===== config.mk =====
export PLATFORM = sky130hd
export DESIGN_NAME = bit_serializer
export DESIGN_NICKNAME = d
export VERILOG_FILES = /design/src/rtl/bit_serializer.sv
export SDC_FILE = /design/constraint.sdc
export NUM_CORES = 1
export LEC_CHECK = 0
export BUFFER_PORTS_ARGS = -buffer_cell sky130_fd_sc_hd__buf_2
export CAP_MARGIN = 5
export CORE_AREA = 2 2 41 43
export DETAILED_ROUTE_END_ITERATION = 12
export DIE_AREA = 0 0 43 45
export PLACE_DENSITY = 0.66
export SLEW_MARGIN = 20
export SYNTH_ARGS = -nofsm -noshare
export SYNTH_HDL_FRONTEND = slang
export SYNTH_SLANG_ARGS = --single-unit

===== constraint.sdc =====
create_clock -name clk -period 1.6 [get_ports clk]
set_clock_uncertainty 0.2 [all_clocks]
set_input_delay 0.16 -clock clk [delete_from_list [all_inputs] [get_ports clk]]
set_output_delay 0.16 -clock clk [all_outputs]
set_load 0.02 [all_outputs]

===== src/rtl/bit_serializer.sv =====
`default_nettype none
// ============================================================================
// bit_serializer : MSB-first parallel-to-serial converter with valid/ready
// intake. Optional even-parity trailer bit when PAR_BIT_EN is defined.
// Revision: 1.0
// ============================================================================
module bit_serializer #(
  parameter int WIDTH = 8
) (
  input  logic             clk,
  input  logic             reset,
  input  logic [WIDTH-1:0] in_data,
  input  logic             in_valid,
  output logic             in_ready,
  output logic             ser_out,
  output logic             ser_valid,
  output logic             frame_done
);

  localparam int CW = ($clog2(WIDTH) < 1) ? 1 : $clog2(WIDTH);
  localparam logic [CW-1:0] LAST_IDX = CW'(WIDTH - 1);

  typedef enum logic [1:0] {
    ST_IDLE   = 2'd0,
    ST_SHIFT  = 2'd1
`ifdef PAR_BIT_EN
    , ST_PARITY = 2'd2
`endif
  } state_t;

  state_t           state_q, state_d;
  logic [WIDTH-1:0] shreg_q, shreg_d;
  logic [CW-1:0]    cnt_q, cnt_d;
`ifdef PAR_BIT_EN
  logic             parity_q, parity_d;
`endif

  logic last_bit;
  logic accept;

  // Every output is decoded from flops only; in_valid/in_data never reach them.
  always_comb begin
    last_bit = 1'b0;
    ser_out  = 1'b0;
`ifdef PAR_BIT_EN
    if (state_q == ST_PARITY) begin
      last_bit = 1'b1;
      ser_out  = parity_q;
    end
`else
    if (state_q == ST_SHIFT && cnt_q == LAST_IDX) begin
      last_bit = 1'b1;
    end
`endif
    if (state_q == ST_SHIFT) begin
      ser_out = shreg_q[WIDTH-1];
    end
    in_ready   = (state_q == ST_IDLE) || last_bit;
    ser_valid  = (state_q != ST_IDLE);
    frame_done = last_bit;
    accept     = in_valid && in_ready;
  end

  always_comb begin
    state_d  = state_q;
    shreg_d  = shreg_q;
    cnt_d    = cnt_q;
`ifdef PAR_BIT_EN
    parity_d = parity_q;
`endif
    case (state_q)
      ST_IDLE: begin
        if (accept) begin
          state_d  = ST_SHIFT;
          shreg_d  = in_data;
          cnt_d    = '0;
`ifdef PAR_BIT_EN
          parity_d = 1'b0;
`endif
        end
      end
      ST_SHIFT: begin
        shreg_d = {shreg_q[WIDTH-2:0], 1'b0};
`ifdef PAR_BIT_EN
        parity_d = parity_q ^ shreg_q[WIDTH-1];
        if (cnt_q == LAST_IDX) begin
          state_d = ST_PARITY;
        end else begin
          cnt_d = cnt_q + CW'(1);
        end
`else
        if (cnt_q == LAST_IDX) begin
          // Last data bit: reload immediately for a gapless next frame.
          if (accept) begin
            shreg_d = in_data;
            cnt_d   = '0;
          end else begin
            state_d = ST_IDLE;
          end
        end else begin
          cnt_d = cnt_q + CW'(1);
        end
`endif
      end
`ifdef PAR_BIT_EN
      ST_PARITY: begin
        if (accept) begin
          state_d  = ST_SHIFT;
          shreg_d  = in_data;
          cnt_d    = '0;
          parity_d = 1'b0;
        end else begin
          state_d = ST_IDLE;
        end
      end
`endif
      default: state_d = ST_IDLE;
    endcase
  end

  always_ff @(posedge clk) begin
    if (reset) begin
      state_q  <= ST_IDLE;
      shreg_q  <= '0;
      cnt_q    <= '0;
`ifdef PAR_BIT_EN
      parity_q <= 1'b0;
`endif
    end else begin
      state_q  <= state_d;
      shreg_q  <= shreg_d;
      cnt_q    <= cnt_d;
`ifdef PAR_BIT_EN
      parity_q <= parity_d;
`endif
    end
  end

endmodule
`default_nettype wire


==> out/metrics.cfg, run 1 <==
[floorplanning]
start_util_pct = 43.3
dieArea_mm2 = 0.00194
num_io_pins = 15
core_area_mm2 = 0.00147
rows = 14
fp.dieH_um = 45
die_width_um = 43

[setup_path]
cp_slowest_cell = dfxtp_2
r2r_end = shreg_q[5]$_SDFFE_PP0P_
path_class = reg2reg
path_depth = 5
rrSetupSlack_ns = -0.005
worst_ep_arrival_time_ns = 1.56
cp-end-kind = flop
worstPathMaxFanout = 6
cp.required_ns = 1.56
critPathBufInv = 1
path_delay_family = compound AO/OA/AOI/OAI gates
worst_path_most_repeated_cell = ha_4
cp-start-kind = flop
crit_chain = ha_4 > ha_4 > buf_4 > a21bo_4 > o221a_2
r2r-start = cnt_q[0]$_SDFF_PP0_
reg2reg_depth = 5
worst_path_largest_cell_delay_ns = 0.34

[synthesis]
syn_nets = 87
synth_compound_area_share_pct = 26.3
synthFlopType = dfxtp_1
synth_top_family_by_area = compound AO/OA/AOI/OAI gates
ys.warnings.count = 0
synthArstFlopShare_pct = 0
synth_seq_cells = 12
synthDistinctLibCells = 27
synth_adder_area_share_pct = 3.93
synth_edf_count = 0
synth_cells = 74
synth-seq-area-share_pct = 37.7
avgSynthCellArea_um2 = 8.61
synth_area_um2 = 637
synthMuxAreaShare_pct = 1.57
synth_xor_xnor_area_share_pct = 0
yosys.area_share.simple_pct = 22.4

[sta]
fmax_mhz = 623
whs_ns = 0.0200
drv_slew = 0
fin_crit_ns = 1.60
setup_viol = 1
worst_pin_slew_ns = 0.414
fin_ws_ns = -0.00473
rsz0062_at_grt = yes
hold_viol_final = 0
period_share_pct = 100
slew_headroom_pct = 72.4

[global_routing]
grt_overflow = 0
grt_pass1_vias = 530
grt_pass1_wl_um = 2240
met2_usage_pct = 23.6
antenna_found_initial = 0
busiest_layer = met2
grt_util_met1_pct = 21.4
track_usage_pct = 15.2
met3_usage_pct = 2.80
grt_max_degree = 24

[clock_tree]
cts_max_path_buffers = 2
root_buffer = clkbuf_4
cts_made_buffers = 3
insertion_delay_ns = 0.27
cts_tree = built
path_clk_slew_ns = 0.08
cts.sinks = 12
ctsHtreeMaxLevel = 1

[route]
wl_per_cell_um = 12.0
drtPass1Iterations = 4
drt_iter0_drc = 11
vias = 598
viasPerCell = 5.25
ant_nets = 0
drc = 0
wirelength_um = 1370

[layout]
diodes = 0
mostFrequentLayoutCells = 12 x buf_2, 10 x nor2_1, 9 x dfxtp_1, 9 x buf_4, 7 x a21oi_1
drive_gt1_share_pct = 42.9
final_common_cell = buf_2
nFillCells = 132
area_growth_pct = 40.3
nets = 112

[power_and_ir_drop]
total_power_w = 0.000709
p_leak_nw = 0.400
p_per_area_mw_per_mm2 = 794
irDropWorstVdd_uv = 570

[min_path]
min_path_cells = 2
min_from = reset
hold_path_class = in2reg
hold_end = cnt_q[1]$_SDFF_PP0_

[placement]
gp_congestion = 0.714
dp_hpwl_um = 905
port-buffer-count = 14

[outcome]
status = complete, but fails checks
violations = setup timing

[flow_run]
drv_cap = 0

-- routing by layer --
layer	part of all wire [%]	wire [um]
met5	0	0
met4	0.73	10
met3	6.4	88
met2	44	604
met1	49	667
-- metrics by stage --
stage	cell area (um2)	setup TNS [ns]	worst slack, ns	instances	util (%)
floorplan	637	0	0.00195	74	-
global placement	724	0	0.0197	103	49.2
detailed placement	724	-0.00402	-0.00219	103	49.2
CTS	862	0	0.00277	113	58.6
global route	893	-0.0993	-0.0283	114	60.7
finish	893	-0.00473	-0.00473	114	60.7
-- registers in the layout, indices dropped and copies added, names as in the netlist --
signal,count
state_q,1
shreg_q,8
cnt_q,3
-- synth_stat cells (all sizes together) (2+ instances only) --
cell type / number / share of area (%)
inv: 5 / 2.9
and2: 2 / 2.0
nor2: 10 / 5.9
nand3b: 3 / 3.5
o221a: 4 / 7.1
dfxtp: 12 / 38
a311oi: 2 / 2.8
nor2b: 3 / 3.3
a21oi: 7 / 5.5
nand2: 5 / 3.3
a31oi: 4 / 3.9
ha: 2 / 3.9
nand3: 3 / 2.4
buf: 4 / 4.5
-- repair_timing --
| action | 4_1_cts | 5_1_grt |
|---|---|---|
| hold buffers | 2 | 0 |
| endpoints found under the setup margin | 6 | 9 |
| pin swaps | 0 | 1 |
| endpoints found under the hold margin | 2 | 0 |
| gates resized for setup | 12 | 5 |
| setup buffers | 4 | 1 |
-- layout make-up --
cell class,instances,area [um2],share of cell area (%)
clock buffers,4,36.3,4.06
repair buffers,25,170,19.0
multi-input cells,52,404,45.2
well taps,16,20.0,2.24
inverters,5,18.8,2.10
flip-flops and latches,12,244,27.3
-- worst reg2reg max path: stages, from the launching register on --
cell and delay [ns]:
dfxtp_2 0.34, ha_4 0.16, ha_4 0.17, buf_4 0.14
a21bo_4 0.23, o221a_2 0.26
-- how the worst max path moves through the flow --
stage / from / end / slack [ns]
2_1_floorplan: cnt_q[0]$_SDFF_PP0_ / shreg_q[7]$_SDFFE_PP0P_ / 0.002
3_3_place_gp: cnt_q[0]$_SDFF_PP0_ / shreg_q[7]$_SDFFE_PP0P_ / 0.02
3_5_place_dp: cnt_q[0]$_SDFF_PP0_ / shreg_q[7]$_SDFFE_PP0P_ / -0.002
4_1_cts: cnt_q[0]$_SDFF_PP0_ / shreg_q[5]$_SDFFE_PP0P_ / 0.003
5_1_grt: cnt_q[1]$_SDFF_PP0_ / in_ready / -0.03
6_report: cnt_q[0]$_SDFF_PP0_ / shreg_q[5]$_SDFFE_PP0P_ / -0.005
-- logic make-up after synthesis --
logic type               Yosys count
AND/OR/NAND/NOR                   28
AO/OA/AOI/OAI                     21
flip-flops                        12
buffers and inverters             10
adder cells (fa/ha/maj)            2
multiplexers                       1
-- report_power, final --
part           internal (W)  leakage [nW]  total (W)  switching, W
Sequential         0.000321         0.100   0.000337     0.0000159
Combinational     0.0000696         0.279   0.000133     0.0000635
Clock              0.000138        0.0210   0.000239      0.000101
Power figures use the tool's default switching activity.
==> run 2: changes to the inputs <==
--- a/config.mk
+++ b/config.mk
@@ -7,10 +7,12 @@
 export LEC_CHECK = 0
 export BUFFER_PORTS_ARGS = -buffer_cell sky130_fd_sc_hd__buf_2
 export CAP_MARGIN = 5
-export CORE_AREA = 2 2 41 43
+export CELL_PAD_IN_SITES_DETAIL_PLACEMENT = 0
+export CELL_PAD_IN_SITES_GLOBAL_PLACEMENT = 1
+export CORE_AREA = 2 2 44 54
 export DETAILED_ROUTE_END_ITERATION = 12
-export DIE_AREA = 0 0 43 45
-export PLACE_DENSITY = 0.66
+export DIE_AREA = 0 0 46 56
+export PLACE_DENSITY = 0.64
 export SLEW_MARGIN = 20
 export SYNTH_ARGS = -nofsm -noshare
 export SYNTH_HDL_FRONTEND = slang
==> run 2 against run 1 <==
- die area rose by 33%
- global-route usage fell by 2.7 points
- largest cell class unchanged
- maximum frequency fell by 3.9%
- register-to-register slack barely moved
- core utilization fell by 15 points
- clock-buffer cell count did not move
- clock power barely moved
- design area rose by 3.5%
- first-iteration DRC count rose by 18%
- largest power group unchanged
- power rose by 1.5%
- sequential power barely moved
- the run still ends with setup timing left
==> out/metrics.cfg, run 2 (synthesized netlist as in run 1, its figures left out) <==
[min_path]
hold_path_class = in2reg
min_path_cells = 3

[outcome]
violations = setup timing
status = complete, but fails checks

[floorplanning]
fp.dieH_um = 56
start_util_pct = 31.4
dieArea_mm2 = 0.00258
die_width_um = 46
rows = 18
core_area_mm2 = 0.00203
num_io_pins = 15

[sta]
whs_ns = 0.0260
setup_viol = 1
period_share_pct = 104
fin_setup_tns_ns = -0.0694
fin_crit_ns = 1.67
worst_pin_slew_ns = 0.320
fmax_mhz = 599
fin_ws_ns = -0.0694
rsz0062_at_grt = yes
slew_headroom_pct = 78.7
drv_slew = 0
hold_viol_final = 0

[route]
wirelength_um = 1490
drc = 0
drt_iter0_drc = 13
vias = 624
viasPerCell = 5.07
drtPass1Iterations = 4
ant_nets = 0
wl_per_cell_um = 12.1

[layout]
area_growth_pct = 45.2
seq_area_um2 = 244
multi_input_area_um2 = 389
stdcell_count = 123
largest_reg_flops = 8
nets = 117
diodes = 0
fin_util_pct = 45.6
drive_gt1_share_pct = 44.7
nFillCells = 209
final_common_cell = buf_4
mostFrequentLayoutCells = 13 x buf_4, 12 x buf_2, 10 x nor2_1
reg_top3 = shreg_q (8), cnt_q (3), state_q (1)
top_register = shreg_q

[setup_path]
cp-end-kind = output pin
cp-start-kind = flop
worst_ep_arrival_time_ns = 1.31
worstPathMaxFanout = 3
path_class = reg2out
reg2reg_depth = 5
cp.required_ns = 1.24

[global_routing]
grt_max_degree = 17
grt_pass1_vias = 617
grt_pass1_wl_um = 2450
antenna_found_initial = 0
grt_overflow = 0
track_usage_pct = 12.5

[clock_tree]
cts_max_path_buffers = 2
insertion_delay_ns = 0.27
root_buffer = clkbuf_4
ctsHtreeMaxLevel = 1
cts_made_buffers = 3
path_clk_slew_ns = 0.08
cts.sinks = 12
cts_tree = built

[flow_run]
drv_cap = 0

[power_and_ir_drop]
p_per_area_mw_per_mm2 = 779
irDropWorstVdd_uv = 567
p_leak_nw = 0.421

[placement]
dp_slack_ns = 0.00782
dp_hpwl_um = 1020
post-place-cells = 109
gp_congestion = 0.740
port-buffer-count = 14

run 2: cell types whose count changed in the layout (fill, tap and decap cells not counted):
cell      previous run  this run
a311oi_2             1         0
o221a_2              1         2
a311oi_1             1         2
buf_4                9        13
buf_6                2         3
o221a_4              1         0
run 2: power breakdown:
part / total [W] / switching (W) / internal (W)
Sequential: 0.000335 / 0.0000144 / 0.000321
Combinational: 0.000143 / 0.0000663 / 0.0000765
Clock: 0.000242 / 0.000104 / 0.000138
Total: 0.000720 / 0.000184 / 0.000536
run 2: path summary, 6_finish.rpt:
check	start	end	slack, ns
setup / recovery	cnt_q[0]$_SDFF_PP0_	frame_done	-0.07
setup reg to reg	cnt_q[0]$_SDFF_PP0_	shreg_q[5]$_SDFFE_PP0P_	0
hold / removal	in_data[6]	shreg_q[6]$_SDFFE_PP0P_	0.03
hold reg to reg	shreg_q[2]$_SDFFE_PP0P_	shreg_q[2]$_SDFFE_PP0P_	0.30
run 2: worst max-delay path: stages, from the launching register on:
cell and delay, ns:
dfxtp_2 0.34, ha_4 0.16, ha_4 0.17, buf_6 0.11
and2_4 0.14, buf_6 0.12
run 2: metrics by stage:
step / power [W] / cell area, um2
6_report: 0.000720 / 925
5_1_grt: 0.000757 / 925
4_1_cts: 0.000718 / 896
3_5_place_dp: 0.000456 / 744
3_3_place_gp: 0.000457 / 744
2_1_floorplan: 0.000417 / 637
run 2: final cells by class:
| class | count | share of cell area, % |
|---|---|---|
| Multi-Input combinational cell | 52 | 42.1 |
| Timing Repair Buffer | 30 | 22.9 |
| Clock buffer | 4 | 3.92 |
| Inverter | 5 | 2.03 |
| Tap cell | 20 | 2.71 |
| Sequential cell | 12 | 26.4 |
run 2: layer usage:
| metal | vias to the layer above | GRT usage [%] | share of wire (%) |
|---|---|---|---|
| met4 | 0 | 2.45 | 0.81 |
| met3 | 2 | 5.52 | 4.6 |
| met1 | 290 | 12.9 | 44 |
| met2 | 9 | 22.2 | 50 |
| li1 | 323 | - | - |
| met5 | - | 0 | 0 |
run 2: timing repair:
| action | 4_1_cts | 5_1_grt |
|---|---|---|
| pin swaps | 1 | 2 |
| hold endpoints to repair | 2 | 0 |
| buffers inserted | 5 | 3 |
| hold buffers | 2 | 0 |
| gates resized for setup | 14 | 2 |
| endpoints found under the setup margin | 2 | 9 |
==> run 3: changes to the inputs <==
--- a/config.mk
+++ b/config.mk
@@ -5,14 +5,15 @@
 export SDC_FILE = /design/constraint.sdc
 export NUM_CORES = 1
 export LEC_CHECK = 0
+export ABC_AREA = 1
 export BUFFER_PORTS_ARGS = -buffer_cell sky130_fd_sc_hd__buf_2
 export CAP_MARGIN = 5
 export CELL_PAD_IN_SITES_DETAIL_PLACEMENT = 0
 export CELL_PAD_IN_SITES_GLOBAL_PLACEMENT = 1
-export CORE_AREA = 2 2 44 54
+export CORE_AREA = 2 2 45 55
 export DETAILED_ROUTE_END_ITERATION = 12
-export DIE_AREA = 0 0 46 56
-export PLACE_DENSITY = 0.64
+export DIE_AREA = 0 0 47 57
+export PLACE_DENSITY = 0.66
 export SLEW_MARGIN = 20
 export SYNTH_ARGS = -nofsm -noshare
 export SYNTH_HDL_FRONTEND = slang
==> run 3 against run 2 <==
- the run still ends with setup timing left
- synthesized cell count increased by 28%
- maximum frequency grew 4.3%
- register-to-register slack gained 0.11 ns
- flip-flop and latch count unchanged
- power is 8.1% lower
- largest power group unchanged
==> out/metrics.cfg, run 3 <==
[synthesis]
netlist_top_cells_area = dfxtp_1 37%, nand2_1 18%, nand3_1 7.7%
yosysMostFrequentCell = nand2_1
synth-seq-area-share_pct = 36.9
synth_area_um2 = 652
synthFlopType = dfxtp_1
ys_top_cells_by_count = 31 x nand2_1, 12 x dfxtp_1, 10 x inv_1, 10 x nand3_1, 8 x a21oi_1
yosysTopAreaCellShare_pct = 36.9
ys.warnings.count = 0
syn_nets = 108
synth_largest_area_cell = dfxtp_1
synthArstFlopShare_pct = 0
synth_seq_cells = 12
synth_cells = 95
synth_edf_count = 0
synthDistinctLibCells = 17
avgSynthCellArea_um2 = 6.86

[route]
drc = 0
wirelength_um = 1450
drtPass1Iterations = 4
drt_iter0_drc = 12
ant_nets = 0
wl_per_cell_um = 9.81
vias = 630
viasPerCell = 4.26

[sta]
fmax_mhz = 625
worst_pin_slew_ns = 0.253
fin_crit_ns = 1.60
period_share_pct = 100
rsz0062_at_grt = yes
hold_viol_final = 0
fin_ws_ns = -0.000845
slew_headroom_pct = 83.1
setup_viol = 1
fin_setup_tns_ns = -0.000845
drv_slew = 0

[setup_path]
path_class = reg2out
path_depth = 6
cp.required_ns = 1.24
cp_slowest_cell = dfxtp_2
critPathBufInv = 3
crit_path_end = frame_done
cp-end-kind = output pin
cp-start-kind = flop
r2r_end = shreg_q[1]$_SDFFE_PP0P_
startpoint = cnt_q[1]$_SDFF_PP0_
worst_ep_arrival_time_ns = 1.24
crit_chain = ha_4 > ha_4 > buf_6 > nand2_2 > inv_2 > buf_6
path_delay_family = flip-flops
worstPathMaxFanout = 2
worst_path_largest_cell_delay_ns = 0.34
r2r-start = cnt_q[1]$_SDFF_PP0_
reg2reg_depth = 9
rrSetupSlack_ns = 0.11

[floorplanning]
die_width_um = 47
start_util_pct = 29.8
rows = 19
fp.dieH_um = 57
dieArea_mm2 = 0.00268
core_area_mm2 = 0.00219
num_io_pins = 15

[outcome]
violations = setup timing
status = complete, but fails checks

[placement]
gp_congestion = 0.723
port-buffer-count = 14
dp_hpwl_um = 1010
post-place-cells = 140

[layout]
fin_util_pct = 39.9
seq_area_um2 = 244
multi_input_area_um2 = 364
stdcell_count = 148
nets = 132
area_growth_pct = 34.0
nFillCells = 253
diodes = 0
reg_top3 = shreg_q (8), cnt_q (3), state_q (1)
largest_reg_flops = 8
mostFrequentLayoutCells = 30 x nand2_1, 12 x buf_2, 10 x nand3_1
final_common_cell = nand2_1
top_register = shreg_q
drive_gt1_share_pct = 36.8

[global_routing]
grt_max_degree = 13
grt_pass1_wl_um = 2540
track_usage_pct = 13.6
grt_pass1_vias = 621
grt_overflow = 0
antenna_found_initial = 0

[min_path]
hold_path_class = in2reg
min_from = in_data[3]
min_path_cells = 5

[power_and_ir_drop]
p_leak_nw = 0.439
p_per_area_mw_per_mm2 = 758
irDropWorstVdd_uv = 398

[flow_run]
drv_cap = 0

[clock_tree]
cts_tree = built
path_clk_slew_ns = 0.07
ctsHtreeMaxLevel = 1
insertion_delay_ns = 0.27
cts.sinks = 12
cts_made_buffers = 3
cts_max_path_buffers = 2
root_buffer = clkbuf_4

==> run 3: cell types whose count changed after synthesis, moves of 3 or more <==
cell      previous run  this run
a31oi_1              4         0
inv_1                5        10
inv_2                0         3
nand2_1              4        31
nand3_1              3        10
nand3b_1             3         0
nor2_1              10         7
==> run 3: repair_timing <==
item,4_1_cts,5_1_grt
resized for setup,15,1
buffers inserted,4,0
endpoints found under the hold margin,1,0
setup endpoints to repair,2,2
hold buffers,1,0
pin swaps,2,0
==> run 3: worst min-delay path by stage <==
stage / endpoint / slack [ns]
4_1_cts: shreg_q[3]$_SDFFE_PP0P_ / 0.02
2_1_floorplan: state_q[0]$_SDFFE_PP0P_ / 0.09
5_1_grt: cnt_q[2]$_SDFF_PP0_ / 0.05
6_report: shreg_q[3]$_SDFFE_PP0P_ / 0.02
3_3_place_gp: shreg_q[4]$_SDFFE_PP0P_ / 0.25
3_5_place_dp: shreg_q[0]$_SDFFE_PP0P_ / 0.25
==> run 3: logic make-up after synthesis <==
logic type	count (synthesis)	share of synthesized area [%]
flops	12	36.9
fa+ha+maj	2	3.84
buf+inv	17	13.1
compound gates	8	6.14
simple gates	56	40.1
==> run 3: power by group <==
group          internal (W)  switching (W)  total (W)
registers          0.000320      0.0000159   0.000336
clock network     0.0000870      0.0000961   0.000183
logic             0.0000642      0.0000783   0.000142
==> run 3: layout make-up <==
| class | instances | area share, % |
|---|---|---|
| clock buffer | 3 | 2.58 |
| inverter | 14 | 6.30 |
| multi-input combinational | 66 | 41.7 |
| sequential | 12 | 27.9 |
| tap | 31 | 4.44 |
| timing repair buffer | 22 | 17.0 |
==> run 3: routing by layer <==
layer  up-vias  track usage (%)  wire length (um)
li1        338                -                 -
met1       278             17.0               654
met2        10             20.5               709
met3         4             3.80                51
met4         0             7.14                37
met5         -                0                 0
==> run 3: through the flow <==
step	cell area (um2)	power [W]	setup WS, ns	hold WS (ns)
floorplan	652	0.000430	0.0888	0.0914
global placement	753	0.000463	0.0630	0.254
detailed placement	753	0.000463	0.0402	0.250
CTS	868	0.000667	-0.00174	0.0196
global route	873	0.000709	-0.0485	0.0476
finish	873	0.000662	-0.000845	0.0204
==> run 3: worst reg2reg max path: stages (launching register included) <==
cell and delay, ns:
dfxtp_2 0.34, ha_4 0.16, ha_4 0.16, inv_2 0.06
nand2_4 0.06, buf_4 0.15, nand2_4 0.07, nand2_1 0.06
nand2_1 0.06, a21oi_1 0.06
